File: src/rtl/fifo_write_arbiter.sv
// Write-side arbiter sharing one FIFO write port among NREQ requesters in bounded bursts.
// Optional build macro FIFO_ARB_STRICT_PRIO_EN selects strict lowest-index priority in place of round-robin.
module fifo_write_arbiter #(
  parameter int SIZE  = 8,
  parameter int NREQ  = 4,
  parameter int BURST = 4
) (
  input  logic                      w_clk,
  input  logic                      n_rst,
  input  logic [NREQ-1:0]           req,
  input  logic [NREQ*SIZE-1:0]      req_data,
  output logic [NREQ-1:0]           gnt,
  input  logic                      f_flag,
  input  logic                      almost_full_flag,
  output logic                      valid_write,
  output logic [SIZE-1:0]           data_in,
  output logic                      busy,
  output logic [$clog2(NREQ)-1:0]   owner
);

  localparam int OW = $clog2(NREQ);
  localparam int CW = $clog2(BURST + 1);

  typedef enum logic {
    ST_IDLE  = 1'b0,
    ST_BURST = 1'b1
  } state_t;

  state_t          state_q, state_d;
  logic [OW-1:0]   owner_q, owner_d;
  logic [OW-1:0]   last_q, last_d;
  logic [CW-1:0]   cnt_q, cnt_d;
  logic            valid_write_q, valid_write_d;
  logic [SIZE-1:0] data_in_q, data_in_d;
  logic            busy_q, busy_d;

  logic            stall;
  logic            owner_req;
  logic            accept;
  logic [SIZE-1:0] lane_sel;
  logic [OW-1:0]   pick;

`ifdef FIFO_ARB_STRICT_PRIO_EN
  function automatic logic [OW-1:0] pick_next(input logic [NREQ-1:0] r,
                                              input logic [OW-1:0]   from);
    logic [OW-1:0] sel;
    logic          unused_from;
    sel         = '0;
    unused_from = ^from;
    for (int i = NREQ - 1; i >= 0; i--) begin
      if (r[i]) sel = OW'(i);
    end
    return sel;
  endfunction
`else
  // Search starts just above the previous owner and wraps, giving round-robin fairness.
  function automatic logic [OW-1:0] pick_next(input logic [NREQ-1:0] r,
                                              input logic [OW-1:0]   from);
    logic [OW-1:0] sel;
    logic          found;
    int            idx;
    sel   = '0;
    found = 1'b0;
    for (int k = 1; k <= NREQ; k++) begin
      idx = (int'(from) + k) % NREQ;
      if (!found && r[idx]) begin
        sel   = OW'(idx);
        found = 1'b1;
      end
    end
    return sel;
  endfunction
`endif

  always_comb begin
    lane_sel  = '0;
    owner_req = 1'b0;
    for (int i = 0; i < NREQ; i++) begin
      if (owner_q == OW'(i)) begin
        lane_sel  = req_data[i*SIZE +: SIZE];
        owner_req = req[i];
      end
    end
  end

  assign stall  = f_flag | almost_full_flag;
  assign accept = (state_q == ST_BURST) && owner_req && !stall;
  assign pick   = pick_next(req, last_q);

  always_comb begin
    gnt = '0;
    for (int i = 0; i < NREQ; i++) begin
      if (accept && (owner_q == OW'(i))) gnt[i] = 1'b1;
    end
  end

  always_comb begin
    state_d       = state_q;
    owner_d       = owner_q;
    last_d        = last_q;
    cnt_d         = cnt_q;
    valid_write_d = accept;
    data_in_d     = accept ? lane_sel : data_in_q;
    case (state_q)
      ST_IDLE: begin
        if (|req) begin
          owner_d = pick;
          cnt_d   = '0;
          state_d = ST_BURST;
        end
      end
      ST_BURST: begin
        if (accept) begin
          cnt_d = cnt_q + 1'b1;
          if (cnt_q == CW'(BURST - 1)) begin
            state_d = ST_IDLE;
            last_d  = owner_q;
          end
        end else if (!stall && !owner_req) begin
          // Owner ran dry: release the port early rather than idle in BURST.
          state_d = ST_IDLE;
          last_d  = owner_q;
        end
      end
      default: state_d = ST_IDLE;
    endcase
    busy_d = (state_d == ST_BURST);
  end

  always_ff @(posedge w_clk or negedge n_rst) begin
    if (!n_rst) begin
      state_q       <= ST_IDLE;
      owner_q       <= '0;
      last_q        <= OW'(NREQ - 1);
      cnt_q         <= '0;
      valid_write_q <= 1'b0;
      data_in_q     <= '0;
      busy_q        <= 1'b0;
    end else begin
      state_q       <= state_d;
      owner_q       <= owner_d;
      last_q        <= last_d;
      cnt_q         <= cnt_d;
      valid_write_q <= valid_write_d;
      data_in_q     <= data_in_d;
      busy_q        <= busy_d;
    end
  end

  assign valid_write = valid_write_q;
  assign data_in     = data_in_q;
  assign busy        = busy_q;
  assign owner       = owner_q;

endmodule

File: config.mk
export PLATFORM = sky130hd
export DESIGN_NAME = fifo_write_arbiter
export DESIGN_NICKNAME = d
export VERILOG_FILES = /design/src/rtl/fifo_write_arbiter.sv
export SDC_FILE = /design/constraint.sdc
export NUM_CORES = 1
export LEC_CHECK = 0
export ABC_AREA = 1
export CORE_MARGIN = 2
export CORE_UTILIZATION = 30
export DETAILED_ROUTE_END_ITERATION = 10
export SLEW_MARGIN = 10
export SYNTH_ARGS = -nofsm -noshare
export SYNTH_HDL_FRONTEND = slang
export SYNTH_SLANG_ARGS = --single-unit
File: constraint.sdc
create_clock -name w_clk -period 4.1 [get_ports w_clk]
set_input_delay 0.82 -clock w_clk [delete_from_list [all_inputs] [get_ports w_clk]]
set_output_delay 0.82 -clock w_clk [all_outputs]
set_load 0.03 [all_outputs]
; ---- Word-level counts from Yosys, hierarchy flattened
; Index checks and enable logic that the tools add are counted.
[op_classes]
addsub = 5
n_lt_le_gt_ge = 4
n_eq_ne = 7
bitwise = 6
mux = 42
reduce_logical = 25
[ops]
columns = op, count
row1 = 2-to-1 mux 8 bit, 4
row2 = 2-to-1 mux 1 bit, 23
row3 = < comparator 3 x 4 -> 1 bit (second input constant), 4
row4 = 2-to-1 mux 2 bit, 7
row5 = logical AND 1 bit, 10
row6 = binary-select mux 1 bit (select 2 bit), 4
row7 = OR reduction 2 bit, 4
row8 = 2-to-1 mux 3 bit, 2
row9 = case mux 3 bit (2 select lines), 1
row10 = zero test 1 bit, 5
row11 = adder 2 x 1 -> 2 bit (second input constant), 2
row12 = adder 2 bit (second input constant), 2
row13 = bitwise AND 1 bit (first input constant), 4
row14 = equality test 2 bit (second input constant), 2
row15 = != test 2 x 1 -> 1 bit (second input constant), 2
row16 = AND reduction 2 bit, 2
row17 = OR reduction 4 bit, 1
row18 = adder 3 x 1 -> 3 bit (second input constant), 1
row19 = equality test 3 x 2 -> 1 bit (second input constant), 1
row20 = AND reduction 3 bit, 1
row21 = equality test 2 x 1 -> 1 bit (second input constant), 1
row22 = zero test 2 bit, 1
row23 = != test 2 bit (second input constant), 1
row24 = case mux 1 bit (2 select lines), 1
row25 = other kinds (3), 3
[totals]
inputBits = 40
regBits = 17
output_inout_bits = 16
elab_cells = 95

; ---- Depth between registers and ports, before layout
; Gate-level depths: netlist of run 1.
[logic_depth]
ltp_word = 16
depth_mapped = 12
ltp_nobuf = 11

; ---- Worst setup path before layout of run 1
; Ideal clock, no wire load.
[synth_path]
kind = in2out
startpoint = input almost_full_flag
endpoint = output gnt[1]
stages = 4
required_ns = 3.280
path_buffers = 1
t_arrival_ns = 1.831
setup_slack_ns = 1.449
path_cell_list = nor3_1 -> nand2_4 -> buf_12 -> nor2_1
[synth_between]
elab_chain_cells = 5
[synth_rtl]
columns = item, line_no
row1 = "start, declared", 14  ; input logic almost_full_flag,
row2 = OR 1 bit, 86  ; assign stall = f_flag | almost_full_flag;
row3 = zero test 1 bit, 87  ; assign accept = (state_q == ST_BURST) && owner_req && !stall;
row4 = logical AND 1 bit, 87
row5 = logical AND 1 bit, 93  ; if (accept && (owner_q == OW'(i))) gnt[i] = 1'b1;
row6 = 2-to-1 mux 1 bit, 93
row7 = "end, declared", 12  ; output logic [NREQ-1:0] gnt,
; Every way passes these cells.

; ---- Worst setup path after layout of run 1
[layout_path]
startpoint = input req[2]
endpoint = output gnt[2]
[layout_between]
elab_chain_cells = 6
[layout_rtl]
columns = item, line_no
row1 = "start, declared", 10  ; input logic [NREQ-1:0] req,
row2 = 2-to-1 mux 1 bit (2 in series), 79  ; if (owner_q == OW'(i)) begin
row3 = logical AND 1 bit (2 in series), 87
row4 = logical AND 1 bit, 93
row5 = 2-to-1 mux 1 bit, 93
; Every way passes these cells.

==> results.json, run 1 <==
{
  "power.share.sequential": 0.256,
  "gp_congestion": 0.7865,
  "ys_ff_latch": 17,
  "nFillCells": 411,
  "leakagePower_nw": 0.8762,
  "cp_num_buf_inv": 3,
  "cp.depth": 8,
  "p_int_uw": 623.4,
  "syn_avg_cell_area_sq_um": 7.543,
  "post-route-util": 0.4651,
  "grt_max_degree": 25,
  "reg2reg_slack_ns": 2.39,
  "r2r-end": "data_in[2]",
  "syn_to_final_growth_pct": 45.64,
  "placed_cell_area_sq_um": 1854,
  "firstDrtPassIters": 4,
  "yosysSeqAreaShare": 0.3279,
  "drt_iter0_markers": 37,
  "start_kind": "primary input",
  "dieArea_sq_um": 4894,
  "yosysWarnings": 0,
  "syn-instance-count": 173,
  "ant_nets": 0,
  "multi_input_comb_area_sq_um": 748.2,
  "slowest_stage": "clkdlybuf4s50_1",
  "hpwl_um": 2737,
  "holdPathEnd": "data_in[2]",
  "wirelength_um": 3477,
  "remaining_drc_errors": 0,
  "cellPowerDensity_nw_per_um2": 656.1,
  "reg2reg_from": "owner[1]",
  "fin_crit_sh": 0.8768,
  "grt_usage": 0.1468,
  "die_w_um": 69.96,
  "rsz0062_at_grt": "false",
  "drive_above_1_share": 0.1770,
  "wl_per_cell_um": 12.60,
  "antenna_cells": 0,
  "cpLargestDelayFamily": "buffers and inverters",
  "numCtsBuffers": 3,
  "cts_tree": "built",
  "cp-end-kind": "primary output",
  "cts_root_buf": "clkbuf_8",
  "syn-num-nets": 215,
  "io_pins": 56,
  "cp_common_cell": "clkdlybuf4s50_1",
  "switching_share": 0.5001,
  "grt_pass1_wl_um": 5913,
  "hold_viol": 0,
  "crit_path_max_incr_delay_ns": 0.69,
  "status": "finished, final reports clean",
  "crit_arrival_ns": 2.77,
  "num_rows": 23,
  "cts_resized": 0,
  "fp.dieH_um": 69.96,
  "setup_viol": 0,
  "crit_path_max_fanout": 24,
  "cts_num_sinks": 17,
  "yosysUniqueCellTypes": 31,
  "hold_class": "reg2reg",
  "ctsHoldBuffers": 0,
  "clk_pin_slew_ns": 0.07,
  "pwr-share-comb": 0.642,
  "fin_total_pwr_mw": 1.247,
  "cts_setup_buffers": 0,
  "fmax_mhz": 278.2,
  "ir_worst_vdd_mv": 0.3195,
  "nets": 269,
  "overflow": 0,
  "tns_ns": 0,
  "start_util": 0.3194,
  "htree_levels": 1,
  "max_cap_violations": 0,
  "fin_area_sq_um": 1901,
  "r2r_cells": 6,
  "synth_area_sq_um": 1305,
  "io_buffers": 55,
  "hold_depth": 2,
  "clock_skew_ns": 0.005081,
  "clockPowerShare": 0.102,
  "p_sw_uw": 623.6,
  "antenna_found_initial": 0,
  "clkLatencyLatePin_ns": 0.26,
  "clockBufferDepth": 2,
  "max_slew_margin": 0.4730,
  "worstSetupPathType": "in2out",
  "via_per_inst": 4.623,
  "worst_slew_pin_slew_ns": 0.7880,
  "grt_pass1_vias": 1195,
  "drv_slew": 0,
  "min_period_ns": 3.595,
  "seq_area_sq_um": 427.9,
  "crit_required_ns": 3.28,
  "coreArea_sq_um": 4086,
  "vias": 1276,
  "hold_slack_ns": 0.4791,
  "worstHoldStart": "data_in[2]",
  "cp_cell_sequence": "clkdlybuf4s50_1, inv_1, o21ai_2, nand3_2, o21ai_4, nand2_4, nor3_2, clkdlybuf4s50_1"
}
[per-layer routing]
metal | part of all wire | vias to the layer above | global-route usage
li1 | - | 675 | -
met1 | 0.46 | 573 | 0.1986
met2 | 0.49 | 26 | 0.2434
met3 | 0.042 | 2 | 0.02742
met4 | 0.0092 | 0 | 0.03205
met5 | 0 | - | 0
[flip-flops by register name, summed over array words and instances, names as in the netlist]
name	cells
busy	1
cnt_q	3
data_in	8
last_q	2
owner	2
valid_write	1
[worst min-delay path, stage by stage, from the launching register on]
cell and delay (ns):
dfrtp_1 0.34, nand2_1 0.06, o21ai_2 0.05
[stage by stage]
stage | setup slack, ns | std cells
CTS | 0.4736 | 276
global placement | 0.5022 | 272
detailed placement | 0.4931 | 272
floorplan | 1.449 | 173
finish | 0.5053 | 276
global route | 0.3783 | 276
[power groups by stage]
stage               Sequential [mW]  Clock (mW)  Combinational [mW]
floorplan                     0.376           0               0.547
detailed placement            0.324           0               0.811
global placement              0.324           0               0.805
finish                        0.319       0.128               0.800
CTS                           0.321       0.134               0.814
global route                  0.332       0.142               0.891
[cell usage after synthesis, drive strengths merged]
| master | n | share of area |
|---|---|---|
| buf | 7 | 0.055 |
| o21bai | 1 | 0.0086 |
| o21ai | 12 | 0.069 |
| ha | 2 | 0.019 |
| dfrtp | 15 | 0.29 |
| nand3 | 21 | 0.084 |
| nor2 | 11 | 0.052 |
| dfstp | 2 | 0.040 |
| nand2 | 71 | 0.25 |
| o22ai | 1 | 0.0096 |
| a21oi | 7 | 0.027 |
| nand4 | 3 | 0.014 |
| nor3 | 3 | 0.019 |
| a21boi | 1 | 0.0086 |
| a221oi | 2 | 0.013 |
| inv | 14 | 0.044 |
[logic make-up (layout without fill, tap and decap cells)]
kind of cell	after synthesis	in the layout	synth area share
AND/OR/NAND/NOR	109	109	0.4180
AO/OA/AOI/OAI	24	24	0.1361
buffers and inverters	21	74	0.09876
flip-flops	17	17	0.3279
adder cells (fa/ha/maj)	2	2	0.01917
[layout by cell type, fill, tap and decap left out, types with 2 or more instances in the layout]
cell	instances
a21oi_1	7
a221oi_1	2
clkbuf_8	3
clkdlybuf4s50_1	55
dfrtp_1	15
dfstp_2	2
ha_1	2
inv_1	11
inv_2	2
nand2_1	56
nand2_2	11
nand2_4	4
nand3_1	20
nand4_1	3
nor2_1	8
nor3_2	2
o21ai_0	4
o21ai_1	2
o21ai_2	5
[worst max path at each step]
stage               slack, ns        startpoint     end
finish                   0.51            req[2]  gnt[2]
global route             0.38            req[2]  gnt[0]
CTS                      0.47            req[2]  gnt[0]
detailed placement       0.49            req[2]  gnt[2]
global placement         0.50            req[2]  gnt[0]
floorplan                1.45  almost_full_flag  gnt[1]
[final cells by class]
class	count	share of cell area
clock buffer	3	0.02172
clock inverter	1	0.002633
inverter	14	0.03028
multi-input combinational	135	0.3937
sequential	17	0.2251
tap	50	0.03292
timing repair buffer	56	0.2936
Note: power is estimated with default switching activity, not from simulation.
==> inputs of run 2 (changes only) <==
CAP_MARGIN = 20   (was default)
CORE_MARGIN = 1   (was 2)
==> run 2 against run 1 <==
Compared with the run above: cell count stayed put; critical path depth did not move; critical path type unchanged; clock-buffer cell count unchanged; critical endpoint is now gnt[0]; die area fell by 5.6%; non-clock buffer count unchanged; fmax decreased by 0.38%; combinational power fell by 1%; largest cell class unchanged; via count grew 1.2%; sequential share of layout area unchanged; largest power group unchanged.
==> results.json, run 2 (synthesized netlist as in run 1, its figures left out) <==
{
  "num_rows": 23,
  "seq_area_sq_um": 427.9,
  "status": "finished, final reports clean",
  "final_cell_mix": "nand2_1 (56), clkdlybuf4s50_1 (55), nand3_1 (20), dfrtp_1 (15)",
  "grt_max_degree": 25,
  "cts_tree": "built",
  "nets": 269,
  "setup_viol": 0,
  "tns_ns": 0,
  "die_w_um": 67.96,
  "multi_input_comb_area_sq_um": 748.2,
  "crit_path_max_fanout": 24,
  "remaining_drc_errors": 0,
  "cts_num_sinks": 17,
  "drv_slew": 0,
  "wirelength_um": 3288,
  "rsz0062_at_grt": "false",
  "max_slew_margin": 0.4634,
  "drive_above_1_share": 0.1770,
  "r2r-end": "cnt_q[0]",
  "crit_required_ns": 3.28,
  "largest_reg_flops": 8,
  "ir_worst_vdd_mv": 0.2769,
  "grt_pass1_wl_um": 5195,
  "max_cap_violations": 0,
  "grt_pass1_vias": 1075,
  "nFillCells": 426,
  "min_period_ns": 3.608,
  "mostFrequentLayoutCell": "nand2_1",
  "cts_setup_buffers": 0,
  "cts_root_buf": "clkbuf_8",
  "coreArea_sq_um": 4086,
  "fp.dieH_um": 67.96,
  "clockBufferDepth": 2,
  "r2r_cells": 7,
  "hold_viol": 0,
  "clock_skew_ns": 0.005891,
  "hold_class": "reg2reg",
  "syn_to_final_growth_pct": 45.64,
  "drt_iter0_markers": 40,
  "io_pins": 56,
  "firstDrtPassIters": 4,
  "vias": 1291,
  "cellPowerDensity_nw_per_um2": 653.7,
  "cp-end-kind": "primary output",
  "antenna_cells": 0,
  "post-route-util": 0.4651,
  "io_buffers": 55,
  "grt_usage": 0.1465,
  "start_util": 0.3194,
  "reg2reg_slack_ns": 2.35,
  "overflow": 0,
  "crit_arrival_ns": 2.79,
  "dieArea_sq_um": 4618,
  "start_kind": "primary input",
  "leakagePower_nw": 0.8762,
  "cp-endpoint": "gnt[0]",
  "htree_levels": 1,
  "numCtsBuffers": 3,
  "clk_pin_slew_ns": 0.07,
  "antenna_found_initial": 0,
  "wl_per_cell_um": 11.91,
  "gp_congestion": 0.7856,
  "fin_crit_sh": 0.8801,
  "fmax_mhz": 277.1,
  "crit_start": "req[2]",
  "hpwl_um": 2586,
  "cts_resized": 0,
  "clkLatencyLatePin_ns": 0.25,
  "worst_slew_pin_slew_ns": 0.8024,
  "ant_nets": 0,
  "via_per_inst": 4.678,
  "reg2reg_from": "owner[0]",
  "worstSetupPathType": "in2out",
  "ctsHoldBuffers": 0
}
[run 2: cell counts in the layout (fill, tap and decap cells not counted)]
Identical to the previous run, type by type.
[run 2: cell type report]
cell class | count | share of cell area
Clock inverter | 1 | 0.002633
Timing Repair Buffer | 56 | 0.2936
Multi-Input combinational cell | 135 | 0.3937
Sequential cell | 17 | 0.2251
Inverter | 14 | 0.03028
Clock buffer | 3 | 0.02172
Tap cell | 50 | 0.03292
[run 2: through the flow]
step / cells / hold WS [ns] / total power, mW / setup WS, ns / cell area (sq um)
after floorplan: 173 / 0.4461 / 0.9230 / 1.449 / 1305
after global placement: 272 / 0.4646 / 1.125 / 0.5019 / 1854
after detailed placement: 272 / 0.4687 / 1.127 / 0.4896 / 1854
after CTS: 276 / 0.4829 / 1.261 / 0.4758 / 1901
after global routing: 276 / 0.4892 / 1.350 / 0.3821 / 1901
final: 276 / 0.4797 / 1.242 / 0.4917 / 1901
[run 2: critical path, cell delays in order]
cell             delay (ns)
clkdlybuf4s50_1        0.51
inv_1                  0.08
o21ai_2                0.12
nand3_2                0.09
o21ai_4                0.09
nand2_4                0.21
nor3_2                 0.17
clkdlybuf4s50_1        0.70
[run 2: report_power, final]
group,leakage [nW],switching (mW),internal [mW]
combinational,0.643,0.478,0.313
sequential,0.208,0.0806,0.243
clock,0.0255,0.0606,0.0675
[run 2: routing by layer]
layer  part of all wire  global-route usage  vias up
met2               0.49              0.2353       27
met3              0.037             0.03167        4
li1                   -                   -      674
met1               0.46              0.2022      586
met4             0.0088             0.02344        0
met5                  0                   0        -
[run 2: worst min path at each step]
stage	slack, ns	cells after the start	to	from
3_5_place_dp	0.47	2	data_in[4]	data_in[4]
4_1_cts	0.48	1	cnt_q[0]	cnt_q[0]
6_report	0.48	1	cnt_q[0]	cnt_q[0]
2_1_floorplan	0.45	1	cnt_q[0]	cnt_q[0]
3_3_place_gp	0.46	2	data_in[1]	data_in[1]
5_1_grt	0.49	1	cnt_q[0]	cnt_q[0]
==> inputs of run 3 (changes only) <==
MAX_ROUTING_LAYER = met4   (was default)
==> run 3 against run 2 <==
Compared with the run above: fmax about the same; wire length about the same; sequential share of layout area unchanged; utilization unchanged; register-to-register slack about the same; critical path type unchanged; largest cell class unchanged; largest power group unchanged; highest routed layer unchanged.
==> results.json, run 3 (synthesized netlist as in run 1, its figures left out) <==
{
  "htree_levels": 1,
  "ctsHoldBuffers": 0,
  "wl_per_cell_um": 11.92,
  "vias": 1292,
  "fin_crit_sh": 0.8802,
  "syn_to_final_growth_pct": 45.64,
  "io_buffers": 55,
  "slowest_stage": "clkdlybuf4s50_1",
  "cellPowerDensity_nw_per_um2": 653.7,
  "num_rows": 23,
  "antenna_found_initial": 0,
  "antenna_cells": 0,
  "setup_viol": 0,
  "via_per_inst": 4.681,
  "remaining_drc_errors": 0,
  "dieArea_sq_um": 4618,
  "r2r_cells": 7,
  "min_period_ns": 3.609,
  "coreArea_sq_um": 4086,
  "reg2reg_slack_ns": 2.35,
  "hpwl_um": 2586,
  "firstDrtPassIters": 4,
  "fmax_mhz": 277.1,
  "largest_reg_flops": 8,
  "holdPathEnd": "cnt_q[0]",
  "nFillCells": 426,
  "drt-met1-wl_um": 1512,
  "place_ws_ns": 0.4896,
  "clockBufferDepth": 2,
  "rsz0062_at_grt": "false",
  "cp_common_cell": "clkdlybuf4s50_1",
  "start_kind": "primary input",
  "route.met2.wl_um": 1628,
  "fin_total_pwr_mw": 1.242,
  "wirelength_um": 3289,
  "cpLargestDelayFamily": "buffers and inverters",
  "setup_ws_ns": 0.4913,
  "cts_setup_buffers": 0,
  "io_pins": 56,
  "hold_class": "reg2reg",
  "cts_resized": 0,
  "reg2reg_from": "owner[0]",
  "crit_arrival_ns": 2.79,
  "nets": 269,
  "cp-end-kind": "primary output",
  "start_util": 0.3194,
  "hold_depth": 1,
  "fin_area_sq_um": 1901,
  "grt_max_degree": 25,
  "cts_num_sinks": 17,
  "max_cap_violations": 0,
  "tns_ns": 0,
  "clock_skew_ns": 0.005893,
  "crit_path_max_incr_delay_ns": 0.70,
  "fp.dieH_um": 67.96,
  "r2r-end": "cnt_q[0]",
  "route.met3.wl_um": 119,
  "cts_tree": "built",
  "stdcell_count": 276,
  "grt_pass1_vias": 1073,
  "crit_path_max_fanout": 24,
  "gp_congestion": 0.7966,
  "worstHoldStart": "cnt_q[0]",
  "placed_cell_area_sq_um": 1854,
  "ir_worst_vdd_mv": 0.2768,
  "clkLatencyLatePin_ns": 0.25,
  "drt_iter0_markers": 41,
  "leakagePower_nw": 0.8762,
  "final_cell_mix": "nand2_1 (56), clkdlybuf4s50_1 (55), nand3_1 (20), dfrtp_1 (15)",
  "grt_pass1_wl_um": 5195,
  "grt_usage": 0.1507,
  "cts_root_buf": "clkbuf_8",
  "crit_required_ns": 3.28,
  "numCtsBuffers": 3,
  "ant_nets": 0,
  "hold_viol": 0,
  "top_layer": "met4",
  "overflow": 0,
  "max_slew_margin": 0.4634,
  "cp_cell_sequence": "clkdlybuf4s50_1, inv_1, o21ai_2, nand3_2, o21ai_4, nand2_4, nor3_2, clkdlybuf4s50_1",
  "worst_slew_pin_slew_ns": 0.8024,
  "dp.cells": 272,
  "die_w_um": 67.96,
  "status": "finished, final reports clean",
  "cp_num_buf_inv": 3,
  "worstSetupPathType": "in2out",
  "drive_above_1_share": 0.1770,
  "clk_pin_slew_ns": 0.07,
  "mostFrequentLayoutCell": "nand2_1",
  "drv_slew": 0
}
-- run 3: cell counts in the layout (fill, tap and decap cells not counted) --
No cell type changed its count.
-- run 3: per-layer routing --
metal  global-route usage  vias up
li1                     -      674
met1               0.2022      587
met2               0.2353       27
met3              0.03167        4
met4              0.02344        0
met5                    -        -
-- run 3: layout make-up --
type	count	area, sq um	share of cell area
Clock buffer	3	41.29	0.02172
Clock inverter	1	5.005	0.002633
Inverter	14	57.56	0.03028
Multi-Input combinational cell	135	748.2	0.3937
Sequential cell	17	427.9	0.2251
Tap cell	50	62.56	0.03292
Timing Repair Buffer	56	558.0	0.2936
-- run 3: stage by stage --
stage	hold slack (ns)	util
floorplan	0.4461	-
global placement	0.4646	0.4538
detailed placement	0.4687	0.4538
CTS	0.4829	0.4651
global route	0.4892	0.4651
finish	0.4797	0.4651
-- run 3: report_power, final --
group / switching (mW) / total [mW] / internal [mW]
Combinational: 0.478 / 0.791 / 0.313
Clock: 0.0606 / 0.128 / 0.0675
Sequential: 0.0806 / 0.323 / 0.243
-- run 3: worst max path at each step --
stage	endpoint	from	slack, ns	cells after the start
after floorplan	gnt[1]	almost_full_flag	1.45	4
after global placement	gnt[0]	req[2]	0.50	8
after detailed placement	gnt[0]	req[2]	0.49	8
after CTS	gnt[0]	req[2]	0.48	8
after global routing	gnt[0]	req[2]	0.38	8
final	gnt[0]	req[2]	0.49	8
